===== src/rtl/output_slice_scheduler.sv =====
// Merges per-slice 4-pixel group streams into one raster-order stream with
// frame/line markers and a single-stage valid/ready output register.
module output_slice_scheduler #(
   parameter int MAX_SLICE_WIDTH  = 2560,
   parameter int MAX_SLICES       = 4,
   parameter int MAX_FRAME_HEIGHT = 4096
) (
   input  logic                                  clk,
   input  logic                                  rst_n,
   input  logic                                  flush,
   input  logic                                  start,
   input  logic [$clog2(MAX_SLICES+1)-1:0]       slices_per_line,
   input  logic [$clog2(MAX_SLICE_WIDTH)-1:0]    slice_width,
   input  logic [$clog2(MAX_FRAME_HEIGHT+1)-1:0] frame_height,
   input  logic [MAX_SLICES-1:0]                 in_valid,
   input  logic [MAX_SLICES*168-1:0]             in_data,
   output logic [MAX_SLICES-1:0]                 in_ready,
   output logic [167:0]                          out_data,
   output logic                                  out_valid,
   input  logic                                  out_ready,
   output logic                                  out_sof,
   output logic                                  out_sol,
   output logic                                  out_eol,
   output logic                                  out_eof,
   output logic                                  busy
);
   localparam int SPW = $clog2(MAX_SLICES+1);
   localparam int SWW = $clog2(MAX_SLICE_WIDTH);
   localparam int FHW = $clog2(MAX_FRAME_HEIGHT+1);
   localparam int GW  = SWW - 2;
   localparam int SIW = (MAX_SLICES > 1) ? $clog2(MAX_SLICES) : 1;

   typedef enum logic [1:0] {IDLE, RUN, DRAIN} state_t;

   state_t                         state_q, state_d;
   logic [SPW-1:0]                 spl_q, spl_d, spl_cfg;
   logic [GW-1:0]                  g_q, g_d, g_cfg;
   logic [FHW-1:0]                 fh_q, fh_d, fh_cfg;
   logic [GW-1:0]                  grp_cnt_q, grp_cnt_d;
   logic [SIW-1:0]                 slice_idx_q, slice_idx_d;
   logic [FHW-1:0]                 line_cnt_q, line_cnt_d;
   logic                           first_grp_q, first_grp_d;
   logic [167:0]                   out_data_q, out_data_d;
   logic                           out_valid_q, out_valid_d;
   logic                           sof_q, sof_d, sol_q, sol_d, eol_q, eol_d, eof_q, eof_d;
   logic [MAX_SLICES-1:0][167:0]   in_grp;
   logic [SPW-1:0]                 slice_ext;
   logic                           load, grp_last, slc_last, line_last, frame_last;

   assign in_grp = in_data;

   // Degenerate configs are clamped so the wrap comparisons always terminate.
   always_comb begin
      spl_cfg = slices_per_line;
      if (slices_per_line == '0)
         spl_cfg = SPW'(1);
      else if (slices_per_line > SPW'(MAX_SLICES))
         spl_cfg = SPW'(MAX_SLICES);
      g_cfg  = (slice_width[SWW-1:2] == '0) ? GW'(1) : slice_width[SWW-1:2];
      fh_cfg = (frame_height == '0) ? FHW'(1) : frame_height;
   end

   always_comb begin
      slice_ext  = SPW'(slice_idx_q);
      grp_last   = (grp_cnt_q == g_q - GW'(1));
      slc_last   = (slice_ext == spl_q - SPW'(1));
      line_last  = (line_cnt_q == fh_q - FHW'(1));
      frame_last = grp_last & slc_last & line_last;
      load       = (state_q == RUN) & in_valid[slice_idx_q] & (~out_valid_q | out_ready) & ~flush;
      in_ready   = '0;
      if (load)
         in_ready[slice_idx_q] = 1'b1;
   end

   always_ff @(posedge clk or negedge rst_n) begin
      if (!rst_n) state_q <= IDLE;
      else        state_q <= state_d;
   end

   always_comb begin
      state_d = state_q;
      if (flush)
         state_d = IDLE;
      else begin
         case (state_q)
            IDLE:    if (start) state_d = RUN;
            RUN:     if (load && frame_last) state_d = DRAIN;
            DRAIN:   if (out_ready) state_d = IDLE;
            default: state_d = IDLE;
         endcase
      end
   end

   always_comb begin
      busy = (state_q != IDLE);
   end

   always_comb begin
      spl_d       = spl_q;
      g_d         = g_q;
      fh_d        = fh_q;
      grp_cnt_d   = grp_cnt_q;
      slice_idx_d = slice_idx_q;
      line_cnt_d  = line_cnt_q;
      first_grp_d = first_grp_q;
      out_data_d  = out_data_q;
      out_valid_d = out_valid_q;
      sof_d       = sof_q;
      sol_d       = sol_q;
      eol_d       = eol_q;
      eof_d       = eof_q;
      if (flush) begin
         grp_cnt_d   = '0;
         slice_idx_d = '0;
         line_cnt_d  = '0;
         first_grp_d = 1'b0;
         out_valid_d = 1'b0;
         {sof_d, sol_d, eol_d, eof_d} = '0;
      end else begin
         if (state_q == IDLE && start) begin
            spl_d       = spl_cfg;
            g_d         = g_cfg;
            fh_d        = fh_cfg;
            grp_cnt_d   = '0;
            slice_idx_d = '0;
            line_cnt_d  = '0;
            first_grp_d = 1'b1;
         end
         if (load) begin
            out_data_d  = in_grp[slice_idx_q];
            out_valid_d = 1'b1;
            sof_d       = first_grp_q;
            sol_d       = (grp_cnt_q == '0) && (slice_idx_q == '0);
            eol_d       = grp_last & slc_last;
            eof_d       = grp_last & slc_last & line_last;
            first_grp_d = 1'b0;
            if (!grp_last)
               grp_cnt_d = grp_cnt_q + GW'(1);
            else begin
               grp_cnt_d = '0;
               if (!slc_last)
                  slice_idx_d = slice_idx_q + SIW'(1);
               else begin
                  slice_idx_d = '0;
                  line_cnt_d  = line_last ? '0 : line_cnt_q + FHW'(1);
               end
            end
         end else if (out_ready) begin
            // Markers drop with valid so a stale sof never reappears on an idle bus.
            out_valid_d = 1'b0;
            {sof_d, sol_d, eol_d, eof_d} = '0;
         end
      end
   end

   always_ff @(posedge clk or negedge rst_n) begin
      if (!rst_n) begin
         spl_q       <= SPW'(1);
         g_q         <= GW'(1);
         fh_q        <= FHW'(1);
         grp_cnt_q   <= '0;
         slice_idx_q <= '0;
         line_cnt_q  <= '0;
         first_grp_q <= 1'b0;
         out_data_q  <= '0;
         out_valid_q <= 1'b0;
         sof_q       <= 1'b0;
         sol_q       <= 1'b0;
         eol_q       <= 1'b0;
         eof_q       <= 1'b0;
      end else begin
         spl_q       <= spl_d;
         g_q         <= g_d;
         fh_q        <= fh_d;
         grp_cnt_q   <= grp_cnt_d;
         slice_idx_q <= slice_idx_d;
         line_cnt_q  <= line_cnt_d;
         first_grp_q <= first_grp_d;
         out_data_q  <= out_data_d;
         out_valid_q <= out_valid_d;
         sof_q       <= sof_d;
         sol_q       <= sol_d;
         eol_q       <= eol_d;
         eof_q       <= eof_d;
      end
   end

   assign out_data  = out_data_q;
   assign out_valid = out_valid_q;
   assign out_sof   = sof_q;
   assign out_sol   = sol_q;
   assign out_eol   = eol_q;
   assign out_eof   = eof_q;

endmodule


===== config.mk =====
export PLATFORM = sky130hd
export DESIGN_NAME = output_slice_scheduler
export DESIGN_NICKNAME = d
export VERILOG_FILES = /design/src/rtl/output_slice_scheduler.sv
export SDC_FILE = /design/constraint.sdc
export NUM_CORES = 1
export LEC_CHECK = 0
export ABC_AREA = 0
export CAP_MARGIN = 10
export CORE_AREA = 2 2 350 352
export CTS_BUF_LIST = sky130_fd_sc_hd__clkbuf_8
export DETAILED_ROUTE_END_ITERATION = 12
export DIE_AREA = 0 0 352 354
export PLACE_DENSITY = 0.33
export SLEW_MARGIN = 20
export SYNTH_ARGS = -nofsm -noshare
export SYNTH_HDL_FRONTEND = slang
export SYNTH_SLANG_ARGS = --single-unit

===== constraint.sdc =====
create_clock -name clk -period 4.15 [get_ports clk]
set_input_delay 0.415 -clock clk [delete_from_list [all_inputs] [get_ports clk]]
set_output_delay 0.415 -clock clk [all_outputs]
set_load 0.02 [all_outputs]

==> metrics.md <==
| Metric | Value |
|---|---|
| Setup tns final | `0 ns` |
| Max Freq | `290.5 MHz` |
| CTS max path bufs | `3` |
| Slowest CP cell | `mux4_2` |
| Post-synth ARST share | `1.000` |
| Endpoints failing setup | `0` |
| GR Util met3 | `0.05670` |
| # IOs | `887` |
| Starting Density | `0.1157` |
| GPL Wtd Cong | `0.9200` |
| Largest area contributor in the netlist | `dfrtp_1` |
| Worst-path clk slew | `0.06 ns` |
| Static leakage | `9.246 nW` |
| Worst VDD drop | `0.1842 mV` |
| Most common cell after layout, fill and taps aside | `clkdlybuf4s50_1` |
| Number of port buffers | `884` |
| Critical path class | `register to output pin` |
| Area Overhead vs Synth | `85.56%` |
| Global route overflow | `0` |
| Crit-path cells | `mux4_2, and3_1, buf_4, and3_1, clkdlybuf4s50_1` |
| Status | `complete, no violations` |
| Routed Antenna Nets | `0` |
| First-pass GRT wire length | `122300 um` |
| Ys flop type | `dfrtp_1` |
| Row Count | `128` |
| Slew @ Worst Pin | `0.9831 ns` |
| Most frequent cells in the layout | `883 x clkdlybuf4s50_1, 222 x dfrtp_1, 187 x mux2_2, 169 x mux4_2, 69 x clkbuf_8` |
| Synth unique cells | `58` |
| GRT Overall Usage | `0.1421` |
| Vias in the first global route | `14140` |
| Top cell type's share of synthesized area | `0.4006` |
| Largest delay share family, worst path | `buffers and inverters` |
| Die area | `124600 sq um` |
| CTS Sinks | `227` |
| GRT met1 Usage | `0.1619` |
| Final slew viol count | `0` |
| Setup crit start kind | `register` |
| Core box area | `120900 sq um` |
| Mean Syn Cell Area | `14.15 sq um` |
| Gr busiest metal | `met2` |
| CP required | `3.73 ns` |
| CP Capture Type | `output pin` |
| Fraction of layout cells with a size suffix above 1 | `0.2496` |
| DRC | `0` |
| WL final | `91590 um` |
| Worst Hold Class | `input pin to asynchronous set/reset pin` |
| Worst slew margin | `0.3446` |
| Met2 Usage GRT | `0.2422` |
| TritonCTS clock tree | `done` |
| Flop and latch count out of synthesis | `227` |
| Total number of vias | `13060` |
| Crit-path max cell delay | `0.58 ns` |
| Critical path peak fanout | `14` |
| Crit path buf inv count | `2` |
| Die Width | `352 um` |
| Final net count | `2591` |
| Final hold violation count | `0` |
| Cell count after synthesis | `989` |
| DP HPWL | `77050 um` |
| Power Density | `346.8 nW/um^2` |
| Final min period | `3.442 ns` |
| RSZ-0062 raised after global routing | `no` |
| EDFF count, synth | `0` |
| Worst-skew pair later-pin latency | `0.70 ns` |
| First-pass iteration count of the detailed router | `5` |
| # Max-Cap Violations | `0` |
| Post-DR vias/cell | `3.673` |
| Final Util | `0.2147` |
| Sequential element share of the synthesized area | `0.4062` |
| CTS resizes | `0` |
| Post-Syn Nets | `1708` |
| Arr. time, crit path | `3.03 ns` |
| WL per Instance | `25.76 um` |
| Worst Clk Skew | `0.06517 ns` |
| DIE HEIGHT | `354 um` |
| Synthesized area | `13990 sq um` |
| Pin count of the biggest net entering global routing | `92` |
| Area contributors post-synth | `dfrtp_1 40%, mux4_2 27%, mux2_2 15%` |
| H-tree Lvls | `2` |
| Most frequent CP cell | `and3_1` |
| DR iter-0 viols | `662` |
| Number of antenna violations at the first check in global routing | `67` |
| Final worst path period share | `0.8294` |
| CTS root buf | `clkbuf_8` |
| CTS Buf Count | `51` |
| Yosys Warn Count | `0` |
==> flip-flops by register name, summed over array words and instances (netlist names) <==
register	cells
line_cnt_q	13
out_eol	1
fh_q	13
grp_cnt_q	10
first_grp_q	1
out_eof	1
state_q	2
out_sol	1
slice_idx_q	2
out_valid	1
g_q	10
spl_q	3
out_sof	1
out_data	168
==> cell usage after synthesis (4+ instances only) <==
master    instances
a211o_1           4
a21o_1            6
a21oi_1          11
a31oi_1          11
and2_1            6
and3_1           10
buf_2            17
clkbuf_1         58
dfrtp_1         224
ha_1             10
inv_1            28
mux2_2          187
mux2i_1           4
mux4_2          169
nand2_1          23
nand2b_1          6
nand3_1          14
nand4_1           4
nor2_1           36
nor3_1           16
nor3b_1           6
nor4_1           13
nor4b_1           6
o211ai_1         13
o21ai_0          22
or3_1             7
xnor2_1          22
xor2_1            6
==> per-stage QoR <==
step | instance area, sq um | total power, W | cells | setup slack [ns] | hold WS [ns]
2_1_floorplan | 13990 | 0.004215 | 989 | 1.212 | 0.1194
3_3_place_gp | 24820 | 0.006355 | 3443 | 0.8641 | 0.4619
3_5_place_dp | 24820 | 0.006373 | 3443 | 0.9661 | 0.4779
4_1_cts | 25910 | 0.009278 | 3536 | 0.5690 | 0.2117
5_1_grt | 25940 | 0.009507 | 3548 | 0.5584 | 0.2731
6_report | 25960 | 0.009005 | 3556 | 0.7081 | 0.3290
==> power breakdown <==
group          leakage (nW)  internal [W]  total, W  switching (W)
clock                 0.616       0.00153   0.00274        0.00120
combinational          5.87       0.00181   0.00328        0.00147
sequential             2.76       0.00268   0.00298       0.000302
==> area by class of cell <==
cell class / instances / area (sq um)
inverters: 28 / 105.1
clock inverters: 23 / 130.1
repair buffers: 911 / 9146
clock buffers: 69 / 949.7
diodes: 20 / 50.05
well taps: 1625 / 2033
flip-flops and latches: 227 / 5692
fillers: 12920 / 94950
multi-input cells: 653 / 7858
==> kinds of logic (layout without fill, tap and decap cells) <==
group | count (synthesis) | after routing | share of synthesized area
compound gates | 92 | 92 | 0.04561
xor+xnor | 28 | 28 | 0.01753
fa+ha+maj | 10 | 10 | 0.008942
buf+inv | 109 | 1031 | 0.03237
flops | 227 | 227 | 0.4062
mux | 360 | 360 | 0.4254
other cells | 0 | 20 | 0
simple gates | 163 | 163 | 0.06394
==> worst reg2reg max path, delay by kind of cell, from the launching register on <==
family / cells / cell delay [ns]
buf+inv: 2 / 0.29
flops: 1 / 0.62
xor+xnor: 1 / 0.17
fa+ha+maj: 1 / 0.33
compound gates: 5 / 1.14
simple gates: 1 / 0.45
==> metal layers <==
metal / part of all wire / wire length, um
met1: 0.38 / 35230
met2: 0.50 / 45760
met3: 0.089 / 8181
met4: 0.024 / 2170
met5: 0.0027 / 245
==> path summary, 6_finish.rpt <==
| check | slack, ns | startpoint | endpoint | cells past startpoint |
|---|---|---|---|---|
| min | 0.33 | rst_n | fh_q[10] | 2 |
| min in group clk | 0.34 | slice_width[3] | g_q[1] | 3 |
| max reg2reg | 1.01 | g_q[0] | line_cnt_q[8] | 10 |
| max | 0.71 | slice_idx_q[0] | in_ready[2] | 5 |
| max in group asynchronous | 2.81 | rst_n | out_data[163] | 3 |
| min reg2reg | 0.49 | out_eol | out_eol | 1 |
==> timing repair <==
| action | in CTS | in global routing |
|---|---|---|
| setup buffers | 0 | 0 |
| hold buffers | 1 | 0 |
| hold endpoints to repair | 83 | 0 |
| setup endpoints to repair | 0 | 0 |
Power figures use the tool's default switching activity.
